## src/rtl/logic_sched_pkg.sv

```systemverilog
// Shared types and constants for the logic-op scheduler, its arbiter and the logic unit.
package logic_sched_pkg;

  localparam int unsigned LU_OP_W = 3;

  typedef enum logic [1:0] {
    ST_IDLE,
    ST_ISSUE,
    ST_WAIT,
    ST_DONE
  } state_t;

  localparam logic [LU_OP_W-1:0] NOTA = 3'd0;
  localparam logic [LU_OP_W-1:0] NOTB = 3'd1;
  localparam logic [LU_OP_W-1:0] AND  = 3'd2;
  localparam logic [LU_OP_W-1:0] OR   = 3'd3;
  localparam logic [LU_OP_W-1:0] XOR  = 3'd4;
  localparam logic [LU_OP_W-1:0] NAND = 3'd5;
  localparam logic [LU_OP_W-1:0] NOR  = 3'd6;
  localparam logic [LU_OP_W-1:0] XNOR = 3'd7;

endpackage

```

## src/rtl/rr_arbiter.sv

```systemverilog
// Stateless round-robin picker: first asserted request at or after ptr, wrapping at NREQ.
module rr_arbiter #(
  parameter int unsigned NREQ = 4
) (
  input  logic [NREQ-1:0]         req,
  input  logic [$clog2(NREQ)-1:0] ptr,
  output logic [NREQ-1:0]         win,
  output logic [$clog2(NREQ)-1:0] win_idx
);

  localparam int unsigned PW = $clog2(NREQ);

  logic [PW:0] idx;
  logic        found;

  always_comb begin
    win     = '0;
    win_idx = '0;
    found   = 1'b0;
    idx     = '0;
    for (int unsigned k = 0; k < NREQ; k++) begin
      idx = {1'b0, ptr} + (PW+1)'(k);
      if (idx >= (PW+1)'(NREQ)) idx = idx - (PW+1)'(NREQ);
      if (!found && req[idx[PW-1:0]]) begin
        found                = 1'b1;
        win[idx[PW-1:0]]     = 1'b1;
        win_idx              = idx[PW-1:0];
      end
    end
  end

endmodule

```

## src/rtl/logic_op_sched.sv

```systemverilog
// Shares one logic unit between NREQ requesters: round-robin grant, start/finish
// handshake with timeout, registered one-hot done pulse back to the winner.
module logic_op_sched
  import logic_sched_pkg::*;
#(
  parameter int unsigned NREQ    = 4,
  parameter int unsigned WIDTH   = 32,
  parameter int unsigned TIMEOUT = 15
) (
  input  logic                    clk,
  input  logic                    rst_n,
  input  logic [NREQ-1:0]         req,
  input  logic [NREQ*WIDTH-1:0]   req_a,
  input  logic [NREQ*WIDTH-1:0]   req_b,
  input  logic [NREQ*LU_OP_W-1:0] req_op,
  output logic [NREQ-1:0]         gnt,
  output logic [NREQ-1:0]         done,
  output logic [WIDTH-1:0]        result,
  output logic                    err,
  output logic                    busy,
  output logic                    lu_start,
  output logic [WIDTH-1:0]        lu_a,
  output logic [WIDTH-1:0]        lu_b,
  output logic [LU_OP_W-1:0]      lu_op,
  input  logic                    lu_finish,
  input  logic [WIDTH-1:0]        lu_c
);

  localparam int unsigned PW = $clog2(NREQ);
  localparam int unsigned CW = $clog2(TIMEOUT + 1);

  state_t          state, state_nx;
  logic [PW-1:0]   ptr, w_idx, win_idx;
  logic [NREQ-1:0] win;
  logic [CW-1:0]   cnt;
  logic            timed_out;

  rr_arbiter #(.NREQ(NREQ)) u_arb (
    .req     (req),
    .ptr     (ptr),
    .win     (win),
    .win_idx (win_idx)
  );

  // The counter equals the number of WAIT cycles already spent; abort after TIMEOUT+1 of them.
  assign timed_out = (cnt == CW'(TIMEOUT));

  always_comb begin
    state_nx = state;
    case (state)
      ST_IDLE:  if (|req) state_nx = ST_ISSUE;
      ST_ISSUE: state_nx = ST_WAIT;
      ST_WAIT:  if (lu_finish || timed_out) state_nx = ST_DONE;
      ST_DONE:  state_nx = ST_IDLE;
      default:  state_nx = ST_IDLE;
    endcase
  end

  always_ff @(posedge clk or negedge rst_n) begin
    if (!rst_n) state <= ST_IDLE;
    else        state <= state_nx;
  end

  // Pulses and busy are registered from the next state so every output comes from a flop.
  always_ff @(posedge clk or negedge rst_n) begin
    if (!rst_n) begin
      ptr      <= '0;
      w_idx    <= '0;
      cnt      <= '0;
      gnt      <= '0;
      done     <= '0;
      result   <= '0;
      err      <= 1'b0;
      busy     <= 1'b0;
      lu_start <= 1'b0;
      lu_a     <= '0;
      lu_b     <= '0;
      lu_op    <= '0;
    end else begin
      gnt      <= '0;
      done     <= '0;
      lu_start <= 1'b0;
      busy     <= (state_nx != ST_IDLE);
      case (state)
        ST_IDLE: begin
          if (|req) begin
            w_idx    <= win_idx;
            lu_a     <= req_a[win_idx*WIDTH +: WIDTH];
            lu_b     <= req_b[win_idx*WIDTH +: WIDTH];
            lu_op    <= req_op[win_idx*LU_OP_W +: LU_OP_W];
            gnt      <= win;
            lu_start <= 1'b1;
          end
        end
        ST_ISSUE: cnt <= '0;
        ST_WAIT: begin
          if (lu_finish) begin
            result <= lu_c;
            err    <= 1'b0;
            done   <= NREQ'(1) << w_idx;
          end else if (timed_out) begin
            result <= '0;
            err    <= 1'b1;
            done   <= NREQ'(1) << w_idx;
          end else begin
            cnt <= cnt + 1'b1;
          end
        end
        ST_DONE: ptr <= (w_idx == PW'(NREQ-1)) ? '0 : w_idx + 1'b1;
        default: ;
      endcase
    end
  end

endmodule

```

## config.mk

```make
export PLATFORM = sky130hd
export DESIGN_NAME = logic_op_sched
export DESIGN_NICKNAME = d
export VERILOG_FILES = /design/src/rtl/logic_sched_pkg.sv /design/src/rtl/rr_arbiter.sv /design/src/rtl/logic_op_sched.sv
export SDC_FILE = /design/constraint.sdc
export NUM_CORES = 1
export LEC_CHECK = 0
export ABC_AREA = 1
export BUFFER_PORTS_ARGS = -buffer_cell sky130_fd_sc_hd__buf_2
export CORE_AREA = 2 2 161 163
export DETAILED_ROUTE_END_ITERATION = 10
export DIE_AREA = 0 0 163 165
export GPL_ROUTABILITY_DRIVEN = 0
export SYNTH_ARGS = -nofsm -noshare
export SYNTH_HDL_FRONTEND = slang
export SYNTH_SLANG_ARGS = --single-unit
```

## constraint.sdc

```tcl
create_clock -name clk -period 6.4 [get_ports clk]
set_input_delay 1.28 -clock clk [delete_from_list [all_inputs] [get_ports clk]]
set_output_delay 1.28 -clock clk [all_outputs]
set_load 0.02 [all_outputs]
```

* Word level (Yosys, flattened, before mapping)
Index checks and enable logic that the tools add are counted.
** Operators by class
- Add/sub/neg operators :: 9
- Multiply operators :: 1
- $lt $le $gt $ge :: 12
- Equal/unequal tests :: 7
- Shifts and indexed selects :: 4
- Mux-type cells :: 49
- Bitwise gates (word level) :: 3
- Reductions and logical operators :: 19
** Operator list (number)
- $shiftx A128 B8 Y32 :: 2
- $mux W32 :: 2
- $mux W4 :: 11
- $mux W2 :: 11
- $mux W1 :: 15
- $lt A2 B3 Y1 const B :: 4
- $or A4 B4 Y4 :: 3
- $shiftx A12 B5 Y3 :: 1
- $ge A3 B3 Y1 const B :: 3
- $bmux W1 S2 :: 4
- $demux W1 S2 :: 4
- $ge A2 B1 Y1 const B :: 4
- $pmux W2 S4 :: 1
- $pmux W4 S2 :: 1
- $sub A2 B1 Y2 const B :: 4
- $logic_and A1 B1 Y1 :: 7
- $add A2 B2 Y3 const B :: 2
- $eq A2 B2 Y1 const B :: 3
- $reduce_bool A2 Y1 :: 3
- $add A4 B1 Y4 const B :: 1
- $eq A4 B4 Y1 const B :: 1
- $mul A2 B2 Y4 const B :: 1
- $ne A2 B2 Y1 const B :: 2
- $reduce_and A2 Y1 :: 2
- 10 further kinds :: 12
** Word-level totals
- Flip-flop bits (word level) :: 120
- Bits of input ports :: 307
- Output and inout port bits :: 110
- Word-level logic and storage cells :: 117

* Logic depth before layout (Yosys ltp)
Gate-level depths: netlist of run 1.
- Word-level depth :: 16
- Gate-level depth with buffers :: 18
- Gate-level depth less buffers :: 15

* By module
A second synthesis of run 1 with hierarchy kept.
** Second synthesis, totals
- Cell total of the unflattened synthesis :: 1322
- Area, all modules :: 8284.2 µm²
** By module, submodules not included
- logic_op_sched :: times used 1, cells an instance 1240, area each 7807.5 µm², sequential area each 3002.9 µm²
- rr_arbiter :: times used 1, cells an instance 82, area each 476.7 µm², sequential area each 0.0 µm²

* Worst setup path before layout of run 1
No wires, ideal clock.
- Path type :: input to register
- From :: input port req[3]
- To :: register lu_a[29]
- Library setup time :: 0.117 ns
- Arrival :: 2.513 ns
- Required time :: 6.283 ns
- Slack :: 3.771 ns
- Stages :: 14
- Path buffers :: 2
- Cells stage by stage :: inv_1 nand2_1 nand3_1 nand2_4 nor2_4 nand2_1 nand2_2 buf_4 buf_4 nand3_1 nand3_1 nand2_1 nand2_1 nand2_1
** Between the ends
- Cells in the longest elaborated chain, start to end :: 13
- Elaborated cells on any way between the ends :: 24
- Classes of those cells :: shift (1); mux (15); reduce/logical (8)
** RTL lines
- start: declaration :: line logic_op_sched.sv:12 : input logic [NREQ-1:0] req,
- $bmux W1 S2 :: line rr_arbiter.sv:24 : if (!found && req[idx[PW-1:0]]) begin
- $mux W1 (implied by the code) :: line rr_arbiter.sv:24
- $mux W1 :: line rr_arbiter.sv:24
- $logic_not A1 Y1 :: line rr_arbiter.sv:24
- $logic_and A1 B1 Y1 :: line rr_arbiter.sv:24
- $mux W1 :: line rr_arbiter.sv:24
- $logic_not A1 Y1 :: line rr_arbiter.sv:24
- $logic_and A1 B1 Y1 :: line rr_arbiter.sv:24
- $mux W1 :: line rr_arbiter.sv:24
- $logic_not A1 Y1 :: line rr_arbiter.sv:24
- $logic_and A1 B1 Y1 :: line rr_arbiter.sv:24
- $mux W2 :: line rr_arbiter.sv:24
- $shiftx A128 B8 Y32 :: line logic_op_sched.sv:88 : lu_a <= req_a[win_idx*WIDTH +: WIDTH];
- end signal: assignment :: line logic_op_sched.sv:88
- end: declaration :: line logic_op_sched.sv:22 : output logic [WIDTH-1:0] lu_a,
Parallel ways exist; a longest one is shown, timed or not. The select of a mux whose other input is x is not followed.
A chain may end at the register's enable or synchronous reset.

* Worst setup path in the final report of run 1
- From :: register ptr[0]
- To :: register lu_a[17]
** Between the ends
- Cells in the longest elaborated chain, start to end :: 15
- Elaborated cells on any way between the ends :: 37
- Classes of those cells :: add/sub (7); order compare (4); shift (1); mux (19); reduce/logical (6)
** RTL lines
- start: declaration :: line logic_op_sched.sv:33 : logic [PW-1:0] ptr, w_idx, win_idx;
- start signal: assignment :: line logic_op_sched.sv:109 : ST_DONE: ptr <= (w_idx == PW'(NREQ-1)) ? '0 : w_idx + 1'b1;
- parallel branches: the longest is 13 deep, another holds $add A2 B1 Y3
- $mux W2 * :: line rr_arbiter.sv:24
- $shiftx A128 B8 Y32 * :: line logic_op_sched.sv:88
Mark *: on every way between the ends. The select of a mux whose other input is x is not followed.

==> results of run 1 <==
-- through the flow --
step                hold WS [ns]  utilization (%)  power [uW]  cell area (sq um)
floorplan                 0.5255                -        4751               7865
global placement          0.4583            40.19        5790              10060
detailed placement        0.4612            40.19        5820              10060
CTS                       0.4802            42.52        6805              10650
global route              0.5060            42.53        7388              10650
finish                    0.4729            42.54        6680              10650
-- worst reg2reg max path: cells and delay by family (launching register included) --
| kind | cells | cell delay, ns |
|---|---|---|
| fa+ha+maj | 1 | 0.41 |
| buf+inv | 5 | 1.26 |
| flops | 1 | 0.64 |
| simple gates | 8 | 1.55 |
-- where the power goes --
group | internal, uW | switching (uW) | total, uW
logic | 1370 | 3030 | 4400
registers | 1120 | 202 | 1330
clock network | 523 | 428 | 951
-- cell families after synthesis --
group / after synthesis / synth area share [%]
XOR/XNOR: 1 / 0.1114
AO/OA/AOI/OAI: 48 / 4.693
flip-flops: 120 / 38.18
AND/OR/NAND/NOR: 757 / 40.50
buffers and inverters: 255 / 13.81
adder cells (fa/ha/maj): 17 / 2.704
-- per-layer routing --
metal  up-vias  global-route usage [%]  wire (microns)  part of all wire [%]
li1       4438                       -               -                     -
met1      3879                   23.92           11370                    41
met2       326                   34.98           13570                    49
met3        22                   5.751            2211                   8.0
met4         6                   4.264             282                   1.0
met5         -                       0              41                  0.15
-- registers in the layout (all words and copies together), names as in the netlist, 2 cells and up --
register and flops:
cnt 4, done 4, gnt 4, lu_a 32
lu_b 32, lu_op 3, ptr 2, result 32
state 2, w_idx 2
-- cell type report --
type | count | area [sq um]
Tap cell | 330 | 412.9
Inverter | 186 | 703.2
Clock buffer | 17 | 425.4
Clock inverter | 15 | 157.7
Fill cell | 2681 | 14390
Multi-Input combinational cell | 823 | 3789
Timing Repair Buffer | 425 | 2156
Antenna cell | 2 | 5.005
Sequential cell | 120 | 3003
-- cells in the mapped netlist --
master	instances	area share [%]
a21oi_1	4	0.25
a22o_1	32	3.6
a22oi_1	2	0.19
a31oi_1	1	0.080
and3_1	1	0.080
buf_1	1	0.048
buf_2	30	1.9
buf_4	11	1.0
buf_6	6	0.86
clkbuf_1	21	1.0
dfrtp_1	120	38
ha_1	17	2.7
inv_1	181	8.6
inv_2	4	0.19
inv_6	1	0.11
nand2_1	525	25
nand2_2	8	0.64
nand2_4	2	0.29
nand3_1	197	13
nand3_2	1	0.13
nand4_1	5	0.40
nand4_4	1	0.27
nor2_1	10	0.48
nor2_4	2	0.29
nor3_1	3	0.19
nor4_1	1	0.080
o211ai_1	1	0.095
o21ai_0	7	0.45
o21ai_1	1	0.064
or2_2	1	0.080
xor2_1	1	0.11
-- placed cells by master, fill, tap and decap left out, drive strengths merged, types with 3 or more instances in the layout --
master    synthesis  routed
nand2           535     535
buf              48     425
nand3           198     198
inv             186     196
dfrtp           120     120
a22o             32      32
ha               17      17
clkbuf           21      17
nor2             12      12
o21ai             8       8
nand4             6       6
a21oi             4       4
nor3              3       3
clkinvlp          0       3
-- path summary, 6_finish.rpt --
path / start / end
min reg2reg: lu_b[31] / lu_b[31]
min: lu_b[31] / lu_b[31]
min in group asynchronous: rst_n / lu_b[28]
max in group asynchronous: rst_n / result[4]
max reg2reg: ptr[0] / lu_a[17]
max: ptr[0] / lu_a[17]
==> metrics.txt, run 1 <==
Period minus WS final 3.917 ns; via count 8,671; final worst setup slack 2.483 ns; WP data arrival 4.26 ns; full die area 26,900 sq um; Max Freq 0.2553 GHz; layout cells sized above 1 30.26%; clock sinks 120; Worst Skew 0.01073 ns; reg2reg path depth 14; pre-CTS WS 2.196 ns; CP Buf/Inv Count 5; largest net degree at the start of global routing 77; register area share after synthesis 38.18%; CP Data Required Time 6.74 ns; Power Density 627.2 nW/um^2; syn_area_per_cell 6.565 sq um; Tcrit/Tclk final 61.21%; Hold Path Stages 2; FF+latch count, synth 120; setup tns final 0 ns; Longest Clk Path Bufs 2; crit path kind reg -> reg; number of distinct library cells after synthesis 31; WL final 27.48 mm; Final Net Count 1,897; Slew Limit Fails 0; RSZ-0062 raised after global routing false; status finished clean; critical path depth 14; Port Buffers 416; initial antenna violation count 5; MaxCap Viol Count 0; CTS clk-pin slew, worst paths 0.07 ns; Clock Root Buffer clkbuf_16; DR vias/cell 4.521; DP HPWL 20.63 mm; Resize count post-CTS 0; Synth Warn # 0; critical path launch point type flop; peak supply drop 0.5065 mV; Initial Util 31.41%; largest fanout on the critical path 40; total grt overflow 0; first-pass GRT wire length 41.88 mm; DRT Pass-1 Iters 7; DR WL/cell 14.33 microns; CTS H-tree depth 4; LEAKAGE 0.006693 uW; Core Rows 58; Crit. End Element flop; FF-to-FF setup slack 2.48 ns; Final Non-Filler Cells 1,918; placed cell count 1,884; CTS Buf Count 17; syn_nets 1,522; endpoints failing setup 0; DR iter-0 viols 527; Die H 165 microns; Final Hold Vio Count 0; worst skew pair latency 0.41 ns; Slew HR 34.34%; Critical Path Max Stage Delay 0.67 ns; Horiz. Die Dim 163 microns; Min-Delay Path Class reg -> reg; Post-CTS Setup Inserts 0; Least-Margin Pin Slew 0.9838 ns; Mapped Cells 1,198; CTS Hold Bufs 0; Top Family by Delay on Critical Path simple AND/OR/NAND/NOR gates; all-layer global routing usage 19.80%; CTS tree done; Post-Syn Area 7865 sq um; Core ar. 25,040 sq um; critical path's slowest cell nand2_2; antenna-violating nets left 0; I/O pin cnt 417; CP cell instances inv_6, ha_1, inv_1, nand3_1, nand2_2, inv_2, nor2_4, nand4_1, nand2_2, inv_2, nor2_2, buf_4, nand2_1, nand3_1; # DRC 0; area growth from synthesis to layout 35.43%; vias in the first global route 8,045
No activity file was read; power rests on OpenSTA's default activity.
==> inputs of run 2 (changes only) <==
clock period = 3.24 ns   (was 6.4 ns; I/O delays follow)
==> run 2 against run 1 <==
Net effect: power grew 100%; sequential cell count is the same; die area is the same; global-route usage grew 0.38 points; utilization grew 0.74 points; sequential share of layout area shrank 0.48 points.
==> metrics.txt, run 2 (synthesis results as in run 1) <==
DR vias/cell 4.555; placed cell count 1,893; DR WL/cell 14.68 microns; top flop regs lu_a: 32 flops, lu_b: 32 flops, result: 32 flops; Final Util 43.28%; Crit. End Element flop; Longest Clk Path Bufs 2; reg-to-reg startpoint ptr[1]; WL final 28.26 mm; MaxCap Viol Count 0; endpoints failing setup 0; CP Data Required Time 3.54 ns; Resize count post-CTS 0; all-layer global routing usage 20.18%; largest fanout on the critical path 27; initial antenna violation count 2; Clock Root Buffer clkbuf_16; Horiz. Die Dim 163 microns; crit path kind reg -> reg; Period minus WS final 2.718 ns; LEAKAGE 0.006789 uW; setup tns final 0 ns; Core ar. 25,040 sq um; Power Density 1259 nW/um^2; area growth from synthesis to layout 37.78%; CTS clk-pin slew, worst paths 0.07 ns; DP HPWL 21.07 mm; largest net degree at the start of global routing 77; full die area 26,900 sq um; via count 8,768; CTS tree done; worst reg2reg endpoint lu_a[31]; FF-to-FF setup slack 0.52 ns; first-pass GRT wire length 42.55 mm; Multi-input gate area 3789 sq um; Worst Setup EP lu_a[31]; CP startpoint ptr[1]; CTS H-tree depth 4; commonest non-fill, non-tap cell in the layout nand2_1; clock sinks 120; Initial Util 31.41%; reg2reg path depth 16; Final Non-Filler Cells 1,925; status finished clean; peak supply drop 0.9715 mV; WP data arrival 3.02 ns; CTS Buf Count 17; I/O pin cnt 417; DRT Pass-1 Iters 5; ANT cells 0; layout cells sized above 1 30.66%; RSZ-0062 raised after global routing false; Max Freq 0.3679 GHz; Core Rows 58; CTS Hold Bufs 0; Least-Margin Pin Slew 1.020 ns; worst skew pair latency 0.41 ns; total grt overflow 0; Port Buffers 416; # DRC 0; Tcrit/Tclk final 83.89%; Worst Skew 0.01324 ns; critical path launch point type flop; Post-CTS Setup Inserts 0; Slew HR 31.90%; Final Net Count 1,906; FF+latch area 3003 sq um; DR iter-0 viols 479; Die H 165 microns; vias in the first global route 8,141; Min-Delay Path Class in -> async; FILL cells 2,712; Slew Limit Fails 0; Final Hold Vio Count 0; antenna-violating nets left 0; most frequent cells in the layout nand2_1, buf_2, nand3_1, inv_1, dfrtp_1
run 2: cell count changes in the layout (fill, tap and decap cells not counted), sizes merged:
cell	delta
buf	+9
bufinv	+1
clkinvlp	-1
diode	-2
run 2: per-stage QoR:
| stage | total power [uW] | worst slack, ns | area [sq um] | hold WS, ns |
|---|---|---|---|---|
| 6_report | 13640 | 0.5219 | 10840 | 0.1464 |
| 5_1_grt | 14990 | 0.2901 | 10840 | 0.1644 |
| 4_1_cts | 13830 | 0.5351 | 10840 | 0.1496 |
| 3_5_place_dp | 11800 | 0.5688 | 10230 | 0.4599 |
| 3_3_place_gp | 11720 | 0.6265 | 10230 | 0.4574 |
| 2_1_floorplan | 9385 | 0.9139 | 7865 | 0.3524 |
run 2: worst max-delay path, cell delays in order (launching register included):
cell and delay, ns:
dfrtp_1 0.50, inv_1 0.10, ha_1 0.37, inv_1 0.08
nand3_1 0.11, nand2_2 0.11, nor2_4 0.17, nand2_1 0.07
nand2_1 0.08, nand2_2 0.10, nand2_4 0.24, buf_4 0.33
nand2_1 0.08, nand3_1 0.07, nand2_1 0.06, nand2_1 0.06
nand2_1 0.05
run 2: how the worst min path moves through the flow:
stage          startpoint  endpoint  cells past startpoint
4_1_cts             rst_n  lu_b[28]                      1
3_3_place_gp     lu_a[19]  lu_a[19]                      2
6_report            rst_n  lu_b[28]                      1
2_1_floorplan       rst_n      busy                      0
3_5_place_dp     lu_a[27]  lu_a[27]                      2
5_1_grt             rst_n  lu_b[28]                      1
run 2: final cells by class:
type | count | area share, %
well taps | 330 | 3.810
clock inverters | 15 | 1.663
repair buffers | 434 | 21.44
inverters | 186 | 6.489
clock buffers | 17 | 3.926
multi-input cells | 823 | 34.96
flip-flops and latches | 120 | 27.71
run 2: layer usage:
metal / up-vias / GRT usage, % / part of all wire, %
met1: 3915 / 23.83 / 41
met2: 371 / 36.00 / 50
met5: - / 0 / 0.096
met3: 36 / 5.198 / 7.6
met4: 4 / 6.034 / 1.9
li1: 4442 / - / -
run 2: power breakdown:
part / switching [uW] / internal (uW)
combinational: 6080 / 3000
sequential: 370 / 2220
clock: 850 / 1110
